<file path="config.mk">
export PLATFORM = sky130hd
export DESIGN_NAME = dmem_port_arbiter
export DESIGN_NICKNAME = d
export VERILOG_FILES = /design/src/rtl/dmem_port_arbiter.sv
export SDC_FILE = /design/constraint.sdc
export NUM_CORES = 1
export LEC_CHECK = 0
export BUFFER_PORTS_ARGS = -buffer_cell sky130_fd_sc_hd__buf_2
export CAP_MARGIN = 20
export CORE_MARGIN = 2
export CORE_UTILIZATION = 41
export CTS_CLUSTER_DIAMETER = 60
export DETAILED_ROUTE_END_ITERATION = 7
export GPL_TIMING_DRIVEN = 0
export PLACE_DENSITY = 0.81
export SLEW_MARGIN = 30
export SYNTH_ARGS = -nofsm -noshare
export SYNTH_HDL_FRONTEND = slang
export SYNTH_SLANG_ARGS = --single-unit
export TNS_END_PERCENT = 20
</file>
<file path="constraint.sdc">
create_clock -name clk -period 1.4 [get_ports clk]
set_input_delay 0.28 -clock clk [delete_from_list [all_inputs] [get_ports clk]]
set_output_delay 0.28 -clock clk [all_outputs]
set_load 0.05 [all_outputs]
</file>
<file path="src/rtl/dmem_port_arbiter.sv">
// dmem_port_arbiter
//
// Lets two requesters share the single-port data SRAM:
//   port 0 = processor data port (lw/sw)
//   port 1 = loader/debug port (preload/dump, optionally locked bursts)
//
// Arbitration is round-robin between the two ports. When port 1 is granted
// with lock1=1, the arbiter stays with port 1 until lock1 drops. The SRAM
// command (CEN/WEN/A/D) is registered, and read data returns two cycles
// after the grant.
//
// Optional feature macro: DMEM_ARB_PERF_CNT_EN
//   When it is defined, the arbiter adds a saturating conflict counter port.
//
// Parameters:
//   AW     SRAM word address width
//   DW     data width
//   CNT_W  conflict counter width (only used with DMEM_ARB_PERF_CNT_EN)
//
// Ports:
//   clk, rst_n            clock, asynchronous active-low reset
//   req0/1, we0/1         request and write flag for each port
//   addr0/1, wdata0/1     command address and write data for each port
//   lock1                 port 1 keeps ownership after its grant while high
//   gnt0/1                combinational grant (command accepted this cycle)
//   rvalid0/1, rdata      read response; rdata is shared by both ports
//   stall0                processor freeze (req0 waiting for a grant)
//   CEN/WEN/OEN/A/D/Q     SRAM macro interface (strobes are active-low)
//   conflict_cnt          contention cycles (only with DMEM_ARB_PERF_CNT_EN)

module dmem_port_arbiter #(
  parameter int AW    = 7,
  parameter int DW    = 32,
  parameter int CNT_W = 16
) (
  input  logic          clk,
  input  logic          rst_n,
  input  logic          req0,
  input  logic          req1,
  input  logic          we0,
  input  logic          we1,
  input  logic [AW-1:0] addr0,
  input  logic [AW-1:0] addr1,
  input  logic [DW-1:0] wdata0,
  input  logic [DW-1:0] wdata1,
  input  logic          lock1,
  output logic          gnt0,
  output logic          gnt1,
  output logic          rvalid0,
  output logic          rvalid1,
  output logic [DW-1:0] rdata,
  output logic          stall0,
  output logic          CEN,
  output logic          WEN,
  output logic          OEN,
  output logic [AW-1:0] A,
  output logic [DW-1:0] D,
  input  logic [DW-1:0] Q
`ifdef DMEM_ARB_PERF_CNT_EN
  ,
  output logic [CNT_W-1:0] conflict_cnt
`endif
);

  typedef enum logic [0:0] {
    ST_ARB   = 1'b0,
    ST_LOCK1 = 1'b1
  } state_t;

  state_t state;
  state_t state_next;
  logic   rr_ptr;       // 0: port 0 wins the next contended cycle
  logic   rr_toggle;
  logic   rd_pend0;
  logic   rd_pend1;

  // Grant and next-state logic. While rst_n is low, grants are forced off
  // so that nothing can reach the command register or leave stall0 high.
  always_comb begin
    gnt0       = 1'b0;
    gnt1       = 1'b0;
    rr_toggle  = 1'b0;
    state_next = state;
    if (rst_n) begin
      case (state)
        ST_ARB: begin
          if (req0 && req1) begin
            rr_toggle = 1'b1;
            if (rr_ptr) gnt1 = 1'b1;
            else        gnt0 = 1'b1;
          end else if (req0) begin
            gnt0 = 1'b1;
          end else if (req1) begin
            gnt1 = 1'b1;
          end
          if (gnt1 && lock1) state_next = ST_LOCK1;
        end
        ST_LOCK1: begin
          gnt1 = req1;
          if (!lock1) state_next = ST_ARB;
        end
        default: state_next = ST_ARB;
      endcase
    end
  end

  // The FSM state and round-robin pointer. The pointer only moves on
  // contended grants in ARB, so a locked burst cannot skew fairness.
  always_ff @(posedge clk or negedge rst_n) begin
    if (!rst_n) begin
      state  <= ST_ARB;
      rr_ptr <= 1'b0;
    end else begin
      state <= state_next;
      if (rr_toggle) rr_ptr <= ~rr_ptr;
    end
  end

  // SRAM command stage. A and D hold their last value when the cycle is
  // idle; CEN=1 is enough to keep the macro quiet.
  always_ff @(posedge clk or negedge rst_n) begin
    if (!rst_n) begin
      CEN <= 1'b1;
      WEN <= 1'b1;
      A   <= '0;
      D   <= '0;
    end else if (gnt0) begin
      CEN <= 1'b0;
      WEN <= ~we0;
      A   <= addr0;
      D   <= wdata0;
    end else if (gnt1) begin
      CEN <= 1'b0;
      WEN <= ~we1;
      A   <= addr1;
      D   <= wdata1;
    end else begin
      CEN <= 1'b1;
      WEN <= 1'b1;
    end
  end

  // Read response tracking. The first stage follows the command register,
  // and the second stage lines up with Q after the SRAM has sampled the
  // command. A reset drops any read that is still in flight.
  always_ff @(posedge clk or negedge rst_n) begin
    if (!rst_n) begin
      rd_pend0 <= 1'b0;
      rd_pend1 <= 1'b0;
      rvalid0  <= 1'b0;
      rvalid1  <= 1'b0;
    end else begin
      rd_pend0 <= gnt0 & ~we0;
      rd_pend1 <= gnt1 & ~we1;
      rvalid0  <= rd_pend0;
      rvalid1  <= rd_pend1;
    end
  end

  assign OEN    = 1'b0;
  assign rdata  = (rvalid0 | rvalid1) ? Q : '0;
  assign stall0 = rst_n & req0 & ~gnt0;

`ifdef DMEM_ARB_PERF_CNT_EN
  // Counts cycles in which both ports want the SRAM and exactly one of them
  // gets it. This includes port 0 being denied during a lock. The counter
  // saturates instead of wrapping.
  always_ff @(posedge clk or negedge rst_n) begin
    if (!rst_n) begin
      conflict_cnt <= '0;
    end else if (req0 && req1 && (gnt0 ^ gnt1) && (conflict_cnt != '1)) begin
      conflict_cnt <= conflict_cnt + 1'b1;
    end
  end
`endif

endmodule

</file>
==> results by group, run 1 <==
Global route
  – Number of global-route vias before repair: 2890
  – First-pass GRT wire length: 13900 um
  – Met2 Use GR: 45.0%
  – Met3 usage: 6.13%
  – Met1 Resource Use GR: 26.1%
  – Global routing's busiest layer: met2
  – Total Routing Usage GR: 24.1%
  – Initial antenna violation count: 0
  – Largest net degree at the start of global routing: 54
  – Total gr overflow: 0

Synth
  – Yosys top cell area share: 41.8%
  – Synth warn: 0
  – Net Count, Synth: 395
  – Post-synthesis sequential area ratio: 43.7%
  – Synth Cell Area: 0.00270 mm^2
  – Yosys top cell by area: dfrtp_1
  – Ranking of synthesized cells by area: dfrtp_1 42%, a21oi_2 25%, nor2b_1 7.7%
  – Unique masters post-synth: 23
  – Post-Synthesis Cells: 278
  – Post-Syn Area per Cell: 9.70 um^2
  – Number of synthesized register bits: 47

Floorplanning
  – I/O pins: 196
  – Row count: 29
  – Height of the die: 85.1 um
  – Die Wd: 85.1 um
  – Total die area: 0.00724 mm^2
  – Core Area: 0.00635 mm^2
  – Initial Util: 42.5%

Finish
  – Util after Layout: 73.0%
  – Final net count: 606
  – Share of layout cells above drive strength 1: 72.7%
  – Diodes inserted: 0
  – Post-Layout Cell Count: 567
  – Area growth syn-to-layout: 71.9%

Placed design
  – DP Cell Count: 549
  – Routability cong.: 0.822
  – Hpwl dp: 6040 um
  – # port buffers: 194

Worst setup path
  – Critical path type: reg -> out
  – Cell Chain, Critical Path: nor2_4 -> buf_12 -> clkbuf_16 -> nor2b_4 -> buf_6
  – CP Launch Type: flip-flop
  – CP max stage cell: dfrtp_2
  – Worst setup path startpoint: rvalid1$_DFF_PN0_
  – R2r setup slk: 0.01 ns
  – Worst Path Max Fanout: 8
  – Setup crit end kind: output pin
  – Worst EP required: 1.12 ns
  – Slowest stage delay, CP: 0.43 ns
  – R2R Path End: D[31]$_DFFE_PN0P_
  – WP data arrival: 1.35 ns
  – Crit path to: rdata[3]
  – Reg2Reg Depth: 7
  – Worst r2r src: state$_DFFE_PN0P_

Clock network
  – H-tree depth: 2
  – Clock slew seen by the registers of the worst setup and hold paths: 0.09 ns
  – Clk buf depth: 2
  – Inserted Clock Buffers: 5
  – Number of clock sinks: 47
  – TritonCTS clock tree: done
  – Root Buffer: clkbuf_8
  – Worst-skew pair later-pin latency: 0.30 ns

Routing
  – DRC viols: 0
  – Drt wl/cell: 15.1 um
  – Vias per cell: 4.86
  – Number of routed nets with antenna violations: 0
  – Final wirelength: 8580 um
  – Drt first-iter violations: 88
  – First-pass DRT Iterations: 4
  – Total number of vias: 2757

Outcome
  – Failing checks: hold timing, setup timing
  – Status: finished, violations left

Timing
  – Final period util: 117%
  – RSZ-0062 raised after global routing: yes
  – Skew final: 0.00598 ns
  – Setup ws final: -0.234 ns
  – Final Slew Violations: 0
  – Hold WS: -0.158 ns
  – Post-route minimum period: 1.63 ns
  – Final hold vios: 45
  – Achievable Freq: 0.612 GHz
  – Setup violators final: 35

Pwr
  – P_leak: 0.00228 uW
  – Peak supply drop: 0.000696 V
  – Power Dens Cells: 1240 mW/mm^2
  – Tot Pwr: 5740 uW

Hold path
  – Worst min path class: in -> async

Flow run
  – Max Cap Viol: 0
-- per-stage QoR --
stage	hold slack [ns]	setup WS [ns]	TNS (ns)	cell area, um^2
floorplan	-0.0156	-0.195	-2.19	2950
global placement	0.340	-0.976	-33.57	4020
detailed placement	0.336	-0.542	-13.79	4020
CTS	-0.0662	-0.242	-7.85	4590
global route	-0.150	-0.293	-10.95	4640
finish	-0.158	-0.234	-7.26	4640
-- registers in the layout, summed over array words and instances (netlist names) --
register,cells
rr_ptr,1
rd_pend0,1
A,7
CEN,1
rvalid1,1
D,32
rvalid0,1
state,1
rd_pend1,1
WEN,1
-- worst max-delay path, delay by kind of cell, from the launching register on --
kind,cells,cell delay [ns]
flops,1,0.43
simple gates,2,0.17
buf+inv,3,0.45
-- Yosys cell counts (all sizes together) --
cell     number
buf          17
dfrtp        45
mux2          1
a21oi        81
inv           3
xnor2         1
o21a          1
nand2        43
dfstp         2
nor2b        34
nor2         42
clkbuf        3
clkinv        1
nand3         2
a2bb2oi       1
conb          1
-- final cells by class --
cell class,instances,area (um^2)
buffer,20,248
clock buffer,6,82.6
clock inverter,2,35.0
fill,493,1710
inverter,4,30.0
multi-input combinational,207,1570
sequential,47,1180
tap,77,96.3
timing repair buffer,204,1390
-- per-layer routing --
metal | vias up | routed length, um
met5 | - | 0
met4 | 0 | 277
met3 | 18 | 645
met2 | 134 | 4600
met1 | 1283 | 3050
li1 | 1322 | -
-- cells in the final DEF, fill, tap and decap left out, types with 2 or more instances in the layout --
| cell type | netlist | layout |
|---|---|---|
| buf_12 | 4 | 7 |
| nor2b_4 | 1 | 31 |
| clkbuf_8 | 0 | 6 |
| buf_6 | 4 | 32 |
| a21oi_1 | 3 | 2 |
| dfrtp_1 | 45 | 42 |
| buf_4 | 1 | 5 |
| dfstp_2 | 2 | 2 |
| a21oi_2 | 78 | 77 |
| a21oi_4 | 0 | 2 |
| buf_2 | 8 | 165 |
| dfrtp_2 | 0 | 3 |
| clkbuf_16 | 0 | 6 |
| nand2_1 | 43 | 42 |
| nor2_1 | 42 | 41 |
| buf_8 | 0 | 8 |
| nor2b_1 | 33 | 2 |
-- cell families (layout without fill, tap and decap cells) --
logic type | after synthesis | count (layout) | share of synthesized area (%)
buffers and inverters | 24 | 236 | 7.66
AND/OR/NAND/NOR | 121 | 121 | 20.8
multiplexers | 1 | 1 | 0.557
other | 1 | 1 | 0.139
flip-flops | 47 | 47 | 43.7
XOR/XNOR | 1 | 1 | 0.325
AO/OA/AOI/OAI | 83 | 83 | 26.8
-- worst min path at each step --
stage | cells past startpoint | slack, ns | start | endpoint
4_1_cts | 1 | -0.07 | rst_n | A[6]$_DFFE_PN0P_
2_1_floorplan | 0 | -0.02 | rst_n | A[0]$_DFFE_PN0P_
5_1_grt | 1 | -0.15 | rst_n | A[6]$_DFFE_PN0P_
6_report | 1 | -0.16 | rst_n | D[6]$_DFFE_PN0P_
3_5_place_dp | 0 | 0.34 | rd_pend0$_DFF_PN0_ | rvalid0$_DFF_PN0_
3_3_place_gp | 0 | 0.34 | rd_pend1$_DFF_PN0_ | rvalid1$_DFF_PN0_
-- report_power, final --
part	internal, uW	leakage, uW	switching [uW]
combinational	998	0.00169	1930
sequential	1620	0.000527	149
clock	579	0.0000612	468
-- repair_timing --
item | in CTS | in global routing
resized for setup | 90 | 13
hold endpoints to repair | 45 | 45
buffers inserted | 7 | 0
pin swaps | 2 | 2
endpoints found under the setup margin | 35 | 76
gates cloned | 3 | 0
No activity file was read; power rests on OpenSTA's default activity.
==> run 2: changes to the inputs <==
--- a/config.mk
+++ b/config.mk
@@ -7,12 +7,14 @@
 export LEC_CHECK = 0
 export BUFFER_PORTS_ARGS = -buffer_cell sky130_fd_sc_hd__buf_2
 export CAP_MARGIN = 20
+export CORE_ASPECT_RATIO = 1.2
 export CORE_MARGIN = 2
 export CORE_UTILIZATION = 41
 export CTS_CLUSTER_DIAMETER = 60
 export DETAILED_ROUTE_END_ITERATION = 7
 export GPL_TIMING_DRIVEN = 0
 export PLACE_DENSITY = 0.81
+export SETUP_SLACK_MARGIN = 0.3
 export SLEW_MARGIN = 30
 export SYNTH_ARGS = -nofsm -noshare
 export SYNTH_HDL_FRONTEND = slang
==> run 2 against run 1 <==
  * Routed wire length rose by 5.4%
  * Sequential power rose by 3%
  * Largest cell class unchanged
  * Power rose by 2.9%
  * Via count rose by 0.83%
  * Non-clock buffer count rose by 6
  * Maximum frequency fell by 0.74%
  * Clock skew rose by 0.0012 ns
  * The run still ends with hold timing, setup timing left
  * Critical path type unchanged
  * Design area rose by 6.3%
==> results by group, run 2 (synthesis gave the netlist of run 1 again) <==
Finish
  – Diodes inserted: 0 (unchanged)
  – Most flop-heavy register: D
  – Area growth syn-to-layout: 82.8%
  – Number of flip-flops in the largest register: 32 (unchanged)
  – Fill cells: 430 (-13%)
  – Most frequent cells in the layout: 122 x buf_2, 77 x buf_6, 76 x a21oi_2, 43 x dfrtp_1, 43 x nand2_1
  – Most common cell after layout, fill and taps aside: buf_2
  – Final net count: 612 (+0.99%)
  – Share of layout cells above drive strength 1: 72.8% (+0.13 points)
  – Biggest regs: D x32, A x7
  – Util after Layout: 76.9% (+3.9 points)

Timing
  – Hold WS: -0.0877 ns (+0.0703 ns)
  – Skew final: 0.00719 ns (+0.00120 ns)
  – Setup violators final: 74 (+110%)
  – Achievable Freq: 0.607 GHz (-0.74%)
  – Final period util: 118% (+0.87 points)
  – Final hold vios: 45 (unchanged)
  – RSZ-0062 raised after global routing: yes
  – Worst Tran Pin Value: 0.506 ns
  – Setup ws final: -0.246 ns (-0.0121 ns)
  – Slew margin rel.: 66.3%
  – Fin Setup TNS: -10.79 ns (-3.53 ns)
  – Post-route minimum period: 1.65 ns (+0.0121 ns)
  – Final Slew Violations: 0 (unchanged)

Routing
  – DRC viols: 0 (unchanged)
  – Total number of vias: 2780 (+0.83%)
  – Number of routed nets with antenna violations: 0 (unchanged)
  – Final wirelength: 9040 um (+5.4%)
  – Vias per cell: 4.78 (-1.6%)
  – Drt wl/cell: 15.6 um (+2.9%)
  – Drt first-iter violations: 50 (-43%)
  – First-pass DRT Iterations: 4 (unchanged)

Placed design
  – Hpwl dp: 5930 um (-1.7%)
  – Routability cong.: 0.731 (-11%)
  – # port buffers: 194 (unchanged)

Worst setup path
  – Buf/Inv on CP: 3 (unchanged)
  – CP max stage cell: dfrtp_2
  – Worst EP required: 1.12 ns (about the same)
  – Reg2Reg Depth: 8 (+1)
  – Critical path depth in cells: 5 (unchanged)
  – CP top delay family: buffers and inverters
  – Worst Path Max Fanout: 8 (unchanged)
  – Cell Chain, Critical Path: nor2_4 -> buf_12 -> clkbuf_16 -> nor2b_4 -> buf_6
  – WP data arrival: 1.37 ns (+0.02 ns)
  – CP Launch Type: flip-flop
  – Critical path type: reg -> out
  – R2r setup slk: -0.10 ns (-0.11 ns)
  – Setup crit end kind: output pin
  – Slowest stage delay, CP: 0.43 ns (about the same)

Clock network
  – Number of clock sinks: 47 (unchanged)
  – Clk buf depth: 2 (unchanged)
  – Clock slew seen by the registers of the worst setup and hold paths: 0.09 ns (about the same)
  – Inserted Clock Buffers: 5 (unchanged)
  – Worst-skew pair later-pin latency: 0.30 ns (about the same)
  – TritonCTS clock tree: done
  – Root Buffer: clkbuf_8
  – H-tree depth: 2 (unchanged)

Floorplanning
  – I/O pins: 196 (unchanged)
  – Initial Util: 42.1% (-0.37 points)
  – Total die area: 0.00724 mm^2 (about the same)
  – Die Wd: 78.0 um (-8.3%)
  – Core Area: 0.00641 mm^2 (+0.89%)
  – Row count: 32 (+10%)
  – Height of the die: 92.8 um (+9.1%)

Pwr
  – Power Dens Cells: 1200 mW/mm^2 (-3.2%)
  – Tot Pwr: 5910 uW (+2.9%)
  – P_leak: 0.00239 uW (+5.0%)
  – Peak supply drop: 0.000826 V (+19%)

Global route
  – Number of global-route vias before repair: 2964 (+2.6%)
  – First-pass GRT wire length: 13600 um (-1.9%)
  – Total Routing Usage GR: 23.7% (-0.41 points)
  – Initial antenna violation count: 0 (unchanged)
  – Largest net degree at the start of global routing: 54 (unchanged)
  – Total gr overflow: 0 (unchanged)

Flow run
  – Max Cap Viol: 0 (unchanged)

Outcome
  – Status: finished, violations left
  – Failing checks: hold timing, setup timing

Hold path
  – Worst min path class: in -> async
## run 2: worst paths after layout
path	start	to
setup / recovery	rvalid1$_DFF_PN0_	rdata[30]
hold / removal	rst_n	D[3]$_DFFE_PN0P_
setup reg to reg	state$_DFFE_PN0P_	D[27]$_DFFE_PN0P_
hold reg to reg	rd_pend1$_DFF_PN0_	rvalid1$_DFF_PN0_
max in group asynchronous	rst_n	rvalid1$_DFF_PN0_
min in group clk	we0	rd_pend0$_DFF_PN0_
## run 2: stage by stage
stage | setup WS (ns) | instance area, um^2 | cells
6_report | -0.246 | 4930 | 581
3_5_place_dp | -0.555 | 4080 | 557
4_1_cts | -0.268 | 4850 | 575
5_1_grt | -0.296 | 4930 | 581
2_1_floorplan | -0.0157 | 3000 | 278
3_3_place_gp | -0.965 | 4080 | 557
## run 2: repair_timing
item,CTS,global route
hold endpoints to repair,45,45
gates cloned,3,0
resized for setup,168,8
endpoints found under the setup margin,121,121
pin swaps,2,3
setup buffers,7,6
## run 2: report_power, final
group	internal [uW]	switching, uW	total [uW]
combinational	1300	1970	3270
clock	348	473	822
sequential	1610	209	1820
total	3260	2650	5910
## run 2: area by class of cell
class / count / area (um^2) / area share (%)
Multi-Input combinational cell: 207 / 1590 / 32.2
Inverter: 4 / 30.0 / 0.609
Tap cell: 85 / 106 / 2.16
Clock inverter: 3 / 20.0 / 0.406
Sequential cell: 47 / 1180 / 24.0
Buffer: 20 / 253 / 5.13
Clock buffer: 5 / 68.8 / 1.40
Timing Repair Buffer: 210 / 1680 / 34.1
## run 2: routing by layer
| layer | up-vias | global-route usage [%] | part of all wire [%] |
|---|---|---|---|
| li1 | 1332 | - | - |
| met4 | 0 | 5.85 | 1.1 |
| met5 | - | 0 | 0 |
| met2 | 131 | 46.3 | 56 |
| met1 | 1309 | 24.8 | 35 |
| met3 | 8 | 6.34 | 7.8 |
==> run 3: changes to the inputs <==
--- a/config.mk
+++ b/config.mk
@@ -5,10 +5,11 @@
 export SDC_FILE = /design/constraint.sdc
 export NUM_CORES = 1
 export LEC_CHECK = 0
+export ABC_CLOCK_PERIOD_IN_PS = 1400
 export BUFFER_PORTS_ARGS = -buffer_cell sky130_fd_sc_hd__buf_2
 export CAP_MARGIN = 20
 export CORE_ASPECT_RATIO = 1.2
-export CORE_MARGIN = 2
+export CORE_MARGIN = 4
 export CORE_UTILIZATION = 41
 export CTS_CLUSTER_DIAMETER = 60
 export DETAILED_ROUTE_END_ITERATION = 7
==> constraint.sdc (replaced) <==
create_clock -name clk -period 1.4 [get_ports clk]
set_input_delay 0.07 -clock clk [delete_from_list [all_inputs] [get_ports clk]]
set_output_delay 0.07 -clock clk [all_outputs]
set_load 0.05 [all_outputs]
==> run 3 against run 2 <==
  * The flow still finishes with violations (hold timing, setup timing)
  * Design area up 0.81%
  * Hold slack got worse by 0.12 ns
  * Clock skew is 0.0022 ns lower
==> results by group, run 3 (synthesis gave the netlist of run 1 again) <==
Clock network
  – H-tree depth: 2 (unchanged)
  – TritonCTS clock tree: done
  – Root Buffer: clkbuf_8
  – Clk buf depth: 2 (unchanged)
  – Clock slew seen by the registers of the worst setup and hold paths: 0.09 ns (about the same)
  – Number of clock sinks: 47 (unchanged)
  – Inserted Clock Buffers: 5 (unchanged)
  – Worst-skew pair later-pin latency: 0.29 ns (about the same)

Global route
  – Largest net degree at the start of global routing: 54 (unchanged)
  – Number of global-route vias before repair: 2915 (-1.7%)
  – Initial antenna violation count: 0 (unchanged)
  – Total gr overflow: 0 (unchanged)
  – First-pass GRT wire length: 13900 um (+1.9%)
  – Total Routing Usage GR: 22.1% (-1.6 points)

Finish
  – Biggest regs: D x32, A x7
  – Area growth syn-to-layout: 84.3%
  – Multi-input gate area: 0.00163 mm^2 (+2.8%)
  – Fill cells: 434 (+0.93%)
  – Share of layout cells above drive strength 1: 70.5% (-2.3 points)
  – Number of flip-flops in the largest register: 32 (unchanged)
  – Diodes inserted: 0 (unchanged)
  – Most frequent cells in the layout: 160 x buf_2, 70 x a21oi_2, 43 x dfrtp_1, 43 x nand2_1, 41 x nor2_1
  – Most common cell after layout, fill and taps aside: buf_2
  – Reg area: 0.00118 mm^2 (unchanged)
  – Most flop-heavy register: D
  – Final net count: 624 (+2.0%)

Pwr
  – Switching share of total power: 43.1% (-1.7 points)
  – Comb power frac: 51.0% (-4.2 points)
  – Switching power: 2580 uW (-2.6%)
  – Seq pwr share: 29.5% (-1.3 points)
  – Clk network pwr share: 19.5% (+5.6 points)
  – Tot Pwr: 5990 uW (+1.4%)
  – P_leak: 0.00241 uW (+0.47%)
  – Peak supply drop: 0.000884 V (+7.1%)
  – Internal power: 3410 uW (+4.6%)
  – Power Dens Cells: 1210 mW/mm^2 (+0.57%)

Timing
  – Setup ws final: -0.0258 ns (+0.220 ns)
  – Setup violators final: 31 (-58%)
  – Slew margin rel.: 55.1% (-11 points)
  – Final period util: 102% (-16 points)
  – Worst Tran Pin Value: 0.674 ns (+0.168 ns)
  – Achievable Freq: 0.701 GHz (+15%)
  – Final hold vios: 45 (unchanged)
  – Final Slew Violations: 0 (unchanged)
  – Post-route minimum period: 1.43 ns (-0.220 ns)
  – Skew final: 0.00495 ns (-0.00224 ns)
  – RSZ-0062 raised after global routing: yes
  – Hold WS: -0.204 ns (-0.117 ns)

Placed design
  – Hpwl dp: 6370 um (+7.3%)
  – Dpl ws: -0.0886 ns (+0.467 ns)
  – Routability cong.: 0.709 (-3.1%)
  – # port buffers: 194 (unchanged)

Worst setup path
  – Worst r2r src: state$_DFFE_PN0P_
  – WP data arrival: 1.36 ns (about the same)
  – Setup crit end kind: output pin
  – Worst EP required: 1.33 ns (+0.21 ns)
  – R2r setup slk: 0 ns (+0.10 ns)
  – Critical path type: reg -> out
  – CP Launch Type: flip-flop
  – Reg2Reg Depth: 7 (-1)
  – R2R Path End: D[29]$_DFFE_PN0P_
  – Worst Path Max Fanout: 7 (-1)

Hold path
  – Worst min path class: in -> async

Outcome
  – Status: finished, violations left
  – Failing checks: hold timing, setup timing

Floorplanning
  – Initial Util: 42.1% (unchanged)
  – Core Area: 0.00641 mm^2 (unchanged)
  – I/O pins: 196 (unchanged)
  – Height of the die: 96.8 um (+4.3%)
  – Row count: 32 (unchanged)
  – Die Wd: 82.0 um (+5.1%)
  – Total die area: 0.00794 mm^2 (+9.7%)

Routing
  – Total number of vias: 2821 (+1.5%)
  – Final wirelength: 9260 um (+2.4%)
  – Number of routed nets with antenna violations: 0 (unchanged)
  – DRC viols: 0 (unchanged)
  – Drt wl/cell: 15.6 um (+0.36%)
  – Drt first-iter violations: 110 (+120%)
  – First-pass DRT Iterations: 4 (unchanged)
  – Vias per cell: 4.76 (-0.58%)

Flow run
  – Max Cap Viol: 0 (unchanged)
==> run 3: through the flow <==
stage	hold WS (ns)	util [%]	TNS, ns	area (um^2)	std cells
6_report	-0.204	77.6	-0.624	4970	593
5_1_grt	-0.153	77.6	-4.64	4970	593
4_1_cts	-0.173	73.6	-1.10	4710	585
3_5_place_dp	0.155	63.2	-2.06	4050	557
3_3_place_gp	0.237	63.2	-18.45	4050	557
2_1_floorplan	-0.226	-	0	2970	278
==> run 3: worst max-delay path: stages (launching register included) <==
cell and delay, ns:
dfrtp_2 0.43, nor2_4 0.13, buf_12 0.15, clkbuf_16 0.16, nor2b_4 0.04, buf_6 0.14
==> run 3: how the worst max path moves through the flow <==
stage / startpoint / endpoint / slack, ns
CTS: rvalid0$_DFF_PN0_ / rdata[28] / -0.04
detailed placement: rst_n / gnt0 / -0.09
finish: rvalid1$_DFF_PN0_ / rdata[9] / -0.03
global route: state$_DFFE_PN0P_ / D[29]$_DFFE_PN0P_ / -0.09
global placement: rst_n / gnt0 / -0.47
floorplan: rr_ptr$_DFFE_PN0P_ / rd_pend1$_DFF_PN0_ / 0.19
==> run 3: power by group through the flow <==
| stage | clock network, uW | logic (uW) | registers (uW) |
|---|---|---|---|
| after floorplan | 0 | 1170 | 2600 |
| after global placement | 0 | 2620 | 1770 |
| after detailed placement | 0 | 2670 | 1790 |
| after CTS | 1190 | 2940 | 1760 |
| after global routing | 1270 | 3220 | 1800 |
| final | 1170 | 3060 | 1770 |
==> run 3: cell type report <==
type                       instances  share of cell area [%]
tap                               85                    2.14
clock buffer                       6                    1.46
sequential                        47                    23.8
inverter                           4                   0.655
buffer                            20                    5.62
multi-input combinational        207                    32.8
timing repair buffer             222                    32.3
clock inverter                     2                    1.21
==> run 3: per-layer routing <==
layer | track usage (%) | routed length, um | vias to the layer above | part of all wire [%]
met3 | 4.10 | 742 | 18 | 8.0
met4 | 6.91 | 214 | 0 | 2.3
met1 | 24.0 | 3170 | 1318 | 34
met2 | 41.6 | 5130 | 129 | 55
met5 | 0 | 0 | - | 0
li1 | - | - | 1356 | -
==> run 3: repair_timing <==
action	in CTS	in global routing
gates cloned	3	1
buffers inserted	6	4
resized for setup	83	38
setup endpoints to repair	79	81
endpoints found under the hold margin	56	48
pin swaps	3	7
hold buffers	11	3
